===== src/rtl/timer_irq_responder_pkg.sv =====
// timer_irq_responder_pkg: register word offsets (Address[4:2]), TCON bit positions and default window base.
package timer_irq_responder_pkg;
   localparam logic [31:0] DEFAULT_BASE = 32'h4000_0000;
   localparam logic [2:0]  OFF_TH       = 3'd0;
   localparam logic [2:0]  OFF_TL       = 3'd1;
   localparam logic [2:0]  OFF_TCON     = 3'd2;
   localparam logic [2:0]  OFF_PSC      = 3'd3;
   localparam logic [2:0]  OFF_SYSTICK  = 3'd5;
   localparam int          TCON_EN      = 0;
   localparam int          TCON_IE      = 1;
   localparam int          TCON_IS      = 2;
endpackage


===== src/rtl/timer_irq_responder_prescaler.sv =====
// timer_prescaler: turns the counting enable into one tick every i_psc+1 cycles; a PSC write restarts the count.
module timer_prescaler #(
   parameter int W = 8
) (
   input  logic         clk,
   input  logic         rst_n,
   input  logic         i_en,
   input  logic [W-1:0] i_psc,
   input  logic         i_clr,
   output logic         o_tick
);
   logic [W-1:0] r_pc;
   assign o_tick = i_en & (r_pc == i_psc);
   always_ff @(posedge clk or negedge rst_n)
      if (!rst_n) r_pc <= '0;
      else        r_pc <= (i_clr | ~i_en | o_tick) ? '0 : r_pc + 1'b1;
endmodule


===== src/rtl/timer_irq_responder.sv =====
// timer_irq_responder: memory-mapped reloadable interval timer, TCON, systick and level IRQ.
// Define TIMER_PRESCALE_EN to add the PSC register and tick prescaler at offset 0x0C.
module timer_irq_responder
   import timer_irq_responder_pkg::*;
#(
   parameter logic [31:0] BASE_ADDR  = DEFAULT_BASE,
   parameter logic [31:0] TH_RST     = 32'h0000_0000,
   parameter int          PRESCALE_W = 8
) (
   input  logic        clk,
   input  logic        reset,
   input  logic [31:0] Address,
   input  logic [31:0] Write_data,
   input  logic        MemRead,
   input  logic        MemWrite,
   output logic [31:0] Read_data,
   output logic        hit,
   output logic        IRQ
);
   logic [31:0] r_th, r_tl, r_systick;
   logic        r_en, r_ie, r_is;
   logic [2:0]  w_off;
   logic        w_wr, w_tick, w_ovf, w_unused;
   logic [31:0] w_rdata, w_psc_rd;
   assign hit      = Address[31:5] == BASE_ADDR[31:5];
   assign w_off    = Address[4:2];
   assign w_wr     = hit & MemWrite;
   assign w_ovf    = w_tick & (r_tl == 32'hFFFF_FFFF);
   assign IRQ      = r_ie & r_is;
   assign w_unused = &{1'b0, Address[1:0], PRESCALE_W[0]};
`ifdef TIMER_PRESCALE_EN
   logic [PRESCALE_W-1:0] r_psc;
   logic                  w_psc_wr;
   assign w_psc_wr = w_wr & (w_off == OFF_PSC);
   assign w_psc_rd = 32'(r_psc);
   always_ff @(posedge clk or negedge reset)
      if (!reset)        r_psc <= '0;
      else if (w_psc_wr) r_psc <= Write_data[PRESCALE_W-1:0];
   timer_prescaler #(.W(PRESCALE_W)) u_prescaler (
      .clk    (clk),
      .rst_n  (reset),
      .i_en   (r_en),
      .i_psc  (r_psc),
      .i_clr  (w_psc_wr),
      .o_tick (w_tick)
   );
`else
   assign w_psc_rd = '0;
   assign w_tick   = r_en;
`endif
   always_comb begin
      w_rdata = '0;
      case (w_off)
         OFF_TH:      w_rdata = r_th;
         OFF_TL:      w_rdata = r_tl;
         OFF_TCON:    w_rdata = {29'd0, r_is, r_ie, r_en};
         OFF_PSC:     w_rdata = w_psc_rd;
         OFF_SYSTICK: w_rdata = r_systick;
         default:     w_rdata = '0;
      endcase
   end
   assign Read_data = (hit & MemRead) ? w_rdata : '0;
   // CPU TL write beats the tick; an overflow set of IS beats a same-edge W1C
   always_ff @(posedge clk or negedge reset)
      if (!reset) begin
         r_th      <= TH_RST;
         r_tl      <= '0;
         r_systick <= '0;
         r_en      <= 1'b0;
         r_ie      <= 1'b0;
         r_is      <= 1'b0;
      end else begin
         r_systick <= r_systick + 1'b1;
         if (w_wr & (w_off == OFF_TH)) r_th <= Write_data;
         if (w_wr & (w_off == OFF_TL)) r_tl <= Write_data;
         else if (w_tick)              r_tl <= w_ovf ? r_th : r_tl + 1'b1;
         if (w_wr & (w_off == OFF_TCON)) begin
            r_en <= Write_data[TCON_EN];
            r_ie <= Write_data[TCON_IE];
         end
         if (w_ovf & r_ie)                                          r_is <= 1'b1;
         else if (w_wr & (w_off == OFF_TCON) & Write_data[TCON_IS]) r_is <= 1'b0;
      end
endmodule


===== config.mk =====
export PLATFORM = sky130hd
export DESIGN_NAME = timer_irq_responder
export DESIGN_NICKNAME = d
export VERILOG_FILES = /design/src/rtl/timer_irq_responder_pkg.sv /design/src/rtl/timer_irq_responder_prescaler.sv /design/src/rtl/timer_irq_responder.sv
export SDC_FILE = /design/constraint.sdc
export NUM_CORES = 1
export LEC_CHECK = 0
export BUFFER_PORTS_ARGS = -buffer_cell sky130_fd_sc_hd__buf_4
export CAP_MARGIN = 5
export CORE_ASPECT_RATIO = 1.25
export CORE_UTILIZATION = 57
export CTS_CLUSTER_DIAMETER = 30
export DETAILED_ROUTE_END_ITERATION = 16
export PLACE_DENSITY_LB_ADDON = 0.25
export SETUP_SLACK_MARGIN = 0.15
export SKIP_CTS_REPAIR_TIMING = 1
export SYNTH_ARGS = -nofsm -noshare
export SYNTH_HDL_FRONTEND = slang
export SYNTH_SLANG_ARGS = --single-unit

===== constraint.sdc =====
create_clock -name clk -period 2.8 [get_ports clk]
set_clock_uncertainty 0.1 [all_clocks]
set_input_delay 0.28 -clock clk [delete_from_list [all_inputs] [get_ports clk]]
set_output_delay 0.28 -clock clk [all_outputs]
set_load 0.005 [all_outputs]

==> results.ini, run 1 <==
[synthesis]
netlist_top_cells_area=dfrtp_1 (40%), mux2_2 (12%), a22oi_1 (3.9%)
synth-main-ff-cell=dfrtp_1
ys_types=54
syn_area_per_cell_um2=9.511
ys_seq_area_share_pct=39.95
yosys.area.top_type=dfrtp_1
synth_edf_count=0
yosysWarnings=0
synth.top_cell.area_share_pct=39.95
ys_ff_latch=99
synthArstFlopShare_pct=100.0
syn_nets=722
syn_inst=652
netlist_area_mm2=0.006201

[floorplanning]
start_util_pct=58.71
fp-row-count=42
die_w_um=95.29
die-area_mm2=0.01130
fp.coreArea_mm2=0.01056
ios=102
die_y_um=118.6

[job]
drv_cap=0

[global_route]
globalRoute.totalOverflow=0
grt_antenna_before_repair=0
grt_usage_pct=32.32
grt_pass1_vias=5735
grt_start_max_net_pins=100
grt_pass1_wl_um=28390

[layout]
area_growth_pct=20.18
postLayoutCoreUtil_pct=70.55
diodes=0
finalInstanceArea_mm2=0.007452
drive_gt1_share_pct=28.67
nNetsFinal=815

[worst_setup_path]
path_cells=nand4_4 -> or3_1 -> or4_4 -> nor3_1 -> a211oi_1
path_buf_inv=0
crit_slowest_cell=or4_4
worst-setup-path-type=reg2reg
crit_required_ps=2920
path_max_fanout=17
critPathMaxStageDelay_ps=700
start_kind=register
critical_path.top_delay_family=simple AND/OR/NAND/NOR gates
r2r_start=r_tl[24]$_DFFE_PN0P_
arrival_ps=2620
crit_path_start=r_tl[24]$_DFFE_PN0P_
cp-end-kind=register

[sta]
worst_pin_slew_ps=527.4
relSlewSlack_pct=64.55
setup_violations=0
fmax_mhz=400.4
tns_ps=0
post-route-period-util_pct=89.20
grt_setup_unrepaired=false
slew_viol_final=0
finalHoldViolCount=0
fin_crit_ps=2498

[outcome]
status=complete, no violations

[routing]
drtPass1Iterations=8
wl_per_cell_um=19.89
drt_wl_total_um=17540
antenna_left=0
viasPerCell=6.544
vias=5772
drc_errors=0
drtIter0Drc=391

[clock_network]
cts.path.max_buffers=2
cts-root-buf=clkbuf_16
cts_made_buffers=9
insertion_delay_ps=350
cts_tree=yes
clk_pin_slew_ps=70
clock-sinks=99
htree_num_levels=3

[place]
port_buffers=99
hpwlAfterDp_um=12230
place_area_mm2=0.007146
place.gp.congestion=0.9337

[power_and_ir_drop]
ir_worst_vdd_mv=0.3009
pwr_density_cell_mw_per_mm2=385.4
leakage_nw=3.176

[hold_path]
hold_path_class=in2reg
hold_path.startpoint=Write_data[8]

[layout make-up]
class                   count  area, µm²
clock buffers              12      246.5
clock inverters             4      50.05
fillers                   800       3110
inverters                  12      45.04
multi-input cells         496       3487
flip-flops and latches     99       2477
well taps                 132      165.2
repair buffers            127      980.9
[layer usage]
| layer | part of all wire (%) | track usage [%] |
|---|---|---|
| met5 | 0 | 0 |
| met4 | 1.9 | 12.03 |
| met3 | 6.5 | 5.598 |
| met2 | 53 | 54.37 |
| met1 | 39 | 40.80 |
[cells in the mapped netlist (2+ instances only)]
library cell / number
xnor2_1: 25
mux2i_1: 14
nand3_1: 33
nor3_1: 25
a211oi_1: 6
o31ai_1: 23
o211ai_1: 8
inv_1: 12
mux2_2: 64
nor4_2: 3
nor2b_1: 10
or4_1: 3
or3_2: 2
a22oi_1: 32
a21oi_1: 11
nand4_1: 18
and4_1: 8
clkbuf_1: 27
nor4_1: 17
nor2_1: 62
o31a_1: 2
nor3b_1: 6
nand2_1: 43
a41oi_1: 3
a21boi_0: 3
nand3b_1: 2
a31oi_1: 6
a2111oi_0: 2
nand2b_1: 4
ha_1: 2
or3_1: 8
xor2_1: 15
and3_1: 4
and2_1: 6
buf_1: 2
buf_2: 13
a221o_1: 2
buf_6: 2
dfrtp_1: 99
o21a_1: 3
o21ai_0: 9
[cells in the final DEF, fill, tap and decap left out, types with 3 or more instances in the layout]
cell type,netlist,routed
o21a_1,3,3
and2_1,6,6
a211oi_1,6,6
a21oi_1,11,11
and3_1,4,4
o21ai_0,9,9
nor2b_1,10,10
or4_1,3,3
nor3b_1,6,6
a41oi_1,3,3
a22oi_1,32,32
o31ai_1,23,23
o211ai_1,8,8
nor3_1,25,25
a31oi_1,6,6
inv_1,12,12
nor2_1,62,61
nand4_1,18,18
xor2_1,15,15
nand2b_1,4,4
clkbuf_16,0,9
nor4_4,1,3
and4_1,8,8
nor4_1,17,17
a21boi_0,3,3
buf_4,0,124
or3_1,8,8
nand3_1,33,33
xnor2_1,25,25
dfrtp_1,99,99
nand2_1,43,43
mux2_2,64,64
mux2i_1,14,14
[stage by stage]
stage	worst slack, ps	std cells	hold WS (ps)	total power [W]
after detailed placement	316.1	865	287.4	0.001639
final	302.3	882	48.56	0.002872
after global routing	168.5	882	49.59	0.002947
after floorplan	490.7	652	-115.6	0.001510
after global placement	381.8	865	282.1	0.001635
after CTS	316.1	881	-77.52	0.002872
[power breakdown]
group | internal, W | switching [W]
Combinational | 0.0000877 | 0.0000954
Sequential | 0.00143 | 0.000000000175
Clock | 0.000717 | 0.000542
Total | 0.00223 | 0.000638
[cell families after synthesis]
kind of cell               share of synthesized area (%)
buffers and inverters                              4.136
DFF                                                39.95
AOI/OAI and AO/OA                                  13.18
adders and majority gates                         0.4035
and+or+nand+nor                                    22.62
xor gates and xnor gates                           5.650
muxes                                              14.06
[flip-flops by register name (all words and copies together), names as in the netlist]
| name | flops |
|---|---|
| r_systick | 32 |
| r_th | 32 |
| r_tl | 32 |
| r_en | 1 |
| r_ie | 1 |
| r_is | 1 |
[worst paths after layout]
check	end	slack, ps	cells after the start
worst max-delay path	r_tl[29]$_DFFE_PN0P_	300	5
worst min-delay path	r_tl[8]$_DFFE_PN0P_	50	3
worst max register to register	r_tl[29]$_DFFE_PN0P_	300	5
worst min register to register	r_systick[10]$_DFF_PN0_	400	1
max in group asynchronous	r_tl[28]$_DFFE_PN0P_	1750	3
min in group asynchronous	r_th[14]$_DFFE_PN0P_	450	3
[worst min-delay path: stages]
cell,delay (ps)
buf_4,90
nand2_1,40
o31ai_1,50
Note: power is estimated with default switching activity, not from simulation.
==> run 2, diff against run 1 <==
--- a/config.mk
+++ b/config.mk
@@ -5,10 +5,11 @@
 export SDC_FILE = /design/constraint.sdc
 export NUM_CORES = 1
 export LEC_CHECK = 0
+export ABC_AREA = 1
 export BUFFER_PORTS_ARGS = -buffer_cell sky130_fd_sc_hd__buf_4
 export CAP_MARGIN = 5
 export CORE_ASPECT_RATIO = 1.25
-export CORE_UTILIZATION = 57
+export CORE_UTILIZATION = 58
 export CTS_CLUSTER_DIAMETER = 30
 export DETAILED_ROUTE_END_ITERATION = 16
 export PLACE_DENSITY_LB_ADDON = 0.25
==> run 2 against run 1 <==
Core utilization decreased by 0.24 points; area after synthesis increased by 9.5%; first-iteration DRC count increased by 56%; clock-buffer cell count is 2 lower; critical path type unchanged; largest power group unchanged; highest routed layer unchanged.
==> results.ini, run 2 <==
[worst_setup_path]
arrival_ps=2460
cp-end-kind=register
path_max_fanout=19
crit_path_start=r_tl[25]$_DFFE_PN0P_
crit_slowest_cell=dfrtp_1
start_kind=register
reg2regPathDepth=8
crit_required_ps=2990
r2r_start=r_tl[25]$_DFFE_PN0P_
worst-setup-path-type=reg2reg
critPathMaxStageDelay_ps=490
reg2reg_slack_ps=530
path_cells=nand2_1 -> nor2_2 -> inv_2 -> nor2_2 -> nand3_4 -> nand3_1 -> nand4_1 -> nand2_1
r2r-end=r_tl[19]$_DFFE_PN0P_

[synthesis]
synthTopCellsByCount=nand2_1 (349), dfrtp_1 (99), nor2_1 (96)
synth.most_common_cell=nand2_1
syn_nets=1079
yosys.area.top_type=dfrtp_1
ys_types=37
synthArstFlopShare_pct=100.0
netlist_area_mm2=0.006788
ys_seq_area_share_pct=36.50
synth.top_cell.area_share_pct=36.50
synth-main-ff-cell=dfrtp_1
yosysWarnings=0
netlist_top_cells_area=dfrtp_1 (36%), nand2_1 (19%), nand3_1 (6.7%)
synth_edf_count=0
syn_area_per_cell_um2=6.727
syn_inst=1009
ys_ff_latch=99

[clock_network]
clock-sinks=99
htree_num_levels=3
cts-root-buf=clkbuf_16
insertion_delay_ps=350
cts_tree=yes
cts.path.max_buffers=2
cts_made_buffers=9
clk_pin_slew_ps=70

[layout]
diodes=0
top_regs=r_systick (32), r_th (32), r_tl (32)
nNetsFinal=1160
area_growth_pct=16.48
final_common_cell=nand2_1
drive_gt1_share_pct=14.26
layoutNonFillerInstCount=1229
final_cell_mix=nand2_1 (349), buf_4 (112), dfrtp_1 (99)
postLayoutCoreUtil_pct=70.31

[power_and_ir_drop]
netSwitchingFraction_pct=23.92
comb_power_share_pct=6.5
power_w=0.002777
pwr_density_cell_mw_per_mm2=351.3
seq_power_share_pct=51.5
p_clk_share_pct=42.0
ir_worst_vdd_mv=0.2644
leakage_nw=3.595
cellInternalPower_w=0.002113
power_switching_w=0.0006644

[sta]
finalHoldViolCount=0
slew_viol_final=0
tns_ps=0
fin_crit_ps=2272
worst_pin_slew_ps=786.6
post-route-period-util_pct=81.15
relSlewSlack_pct=47.56
hold_slack_ps=40.40
setup_violations=0
fmax_mhz=440.1
grt_setup_unrepaired=false

[place]
port_buffers=99
dp.cells=1213
hpwlAfterDp_um=14730
place.gp.congestion=0.9604

[floorplanning]
die-area_mm2=0.01214
fp-row-count=43
die_y_um=123.0
die_w_um=98.76
ios=102
fp.coreArea_mm2=0.01124
start_util_pct=60.36

[hold_path]
whs_path_depth=3
hold_path_class=in2reg
hold_path.startpoint=Write_data[29]
whs_endpoint=r_th[29]$_DFFE_PN0P_

[global_route]
grt_usage_pct=35.12
globalRoute.totalOverflow=0
grt_antenna_before_repair=0
grt_pass1_vias=6962
grt_start_max_net_pins=62
grt_pass1_wl_um=33150

[job]
drv_cap=0

[routing]
antenna_left=0
wl_per_cell_um=16.49
drtIter0Drc=611
drtPass1Iterations=5
vias=7296
viasPerCell=5.937
drt_wl_total_um=20260
drc_errors=0

[outcome]
status=complete, no violations

==> run 2: per-stage QoR <==
stage          setup WS (ps)  cell area [µm²]
2_1_floorplan           1059             6788
3_3_place_gp           553.5             7630
3_5_place_dp           521.2             7630
4_1_cts                607.1             7896
5_1_grt                438.1             7906
6_report               527.7             7906
==> run 2: logic make-up (layout without fill, tap and decap cells) <==
group                      after synthesis  in the layout  synth area share, %
AOI/OAI and AO/OA                       83             83                6.821
DFF                                     99             99                36.50
xor gates and xnor gates                40             40                5.161
adders and majority gates                2              2               0.3686
and+or+nand+nor                        645            645                42.18
buffers and inverters                  140            225                8.977
==> run 2: routing by layer <==
metal	vias up	GRT usage (%)	share of wire (%)
li1	3458	-	-
met1	3358	43.08	38
met2	405	58.48	48
met3	75	5.201	8.3
met4	0	22.11	5.2
met5	-	0	0
==> run 2: final cells by class <==
class                           instances  area [µm²]
Clock inverter                          5       37.54
Timing Repair Buffer                  117       930.9
Multi-Input combinational cell        770        3714
Clock buffer                           10       229.0
Sequential cell                        99        2477
Inverter                               93       349.1
Fill cell                             999        3338
Tap cell                              135       168.9
==> run 2: worst max path at each step <==
stage,to,slack (ps),depth (start not counted)
after global placement,r_tl[27]$_DFFE_PN0P_,550,8
final,r_tl[19]$_DFFE_PN0P_,530,8
after CTS,Read_data[18],610,8
after floorplan,Read_data[14],1060,8
after global routing,r_tl[25]$_DFFE_PN0P_,440,8
after detailed placement,r_tl[27]$_DFFE_PN0P_,520,8
==> run 2: power by group through the flow <==
stage | registers, W | logic (W) | clock network [W]
floorplan | 0.00146 | 0.0000444 | 0
global placement | 0.00146 | 0.000178 | 0
detailed placement | 0.00146 | 0.000180 | 0
CTS | 0.00143 | 0.000180 | 0.00117
global route | 0.00143 | 0.000201 | 0.00123
finish | 0.00143 | 0.000181 | 0.00117
==> run 2: worst max-delay path, delay by kind of cell, from the launching register on <==
kind                   cells  cell delay, ps
flip-flops                 1             490
buffers and inverters      1              50
AND/OR/NAND/NOR            7            1560
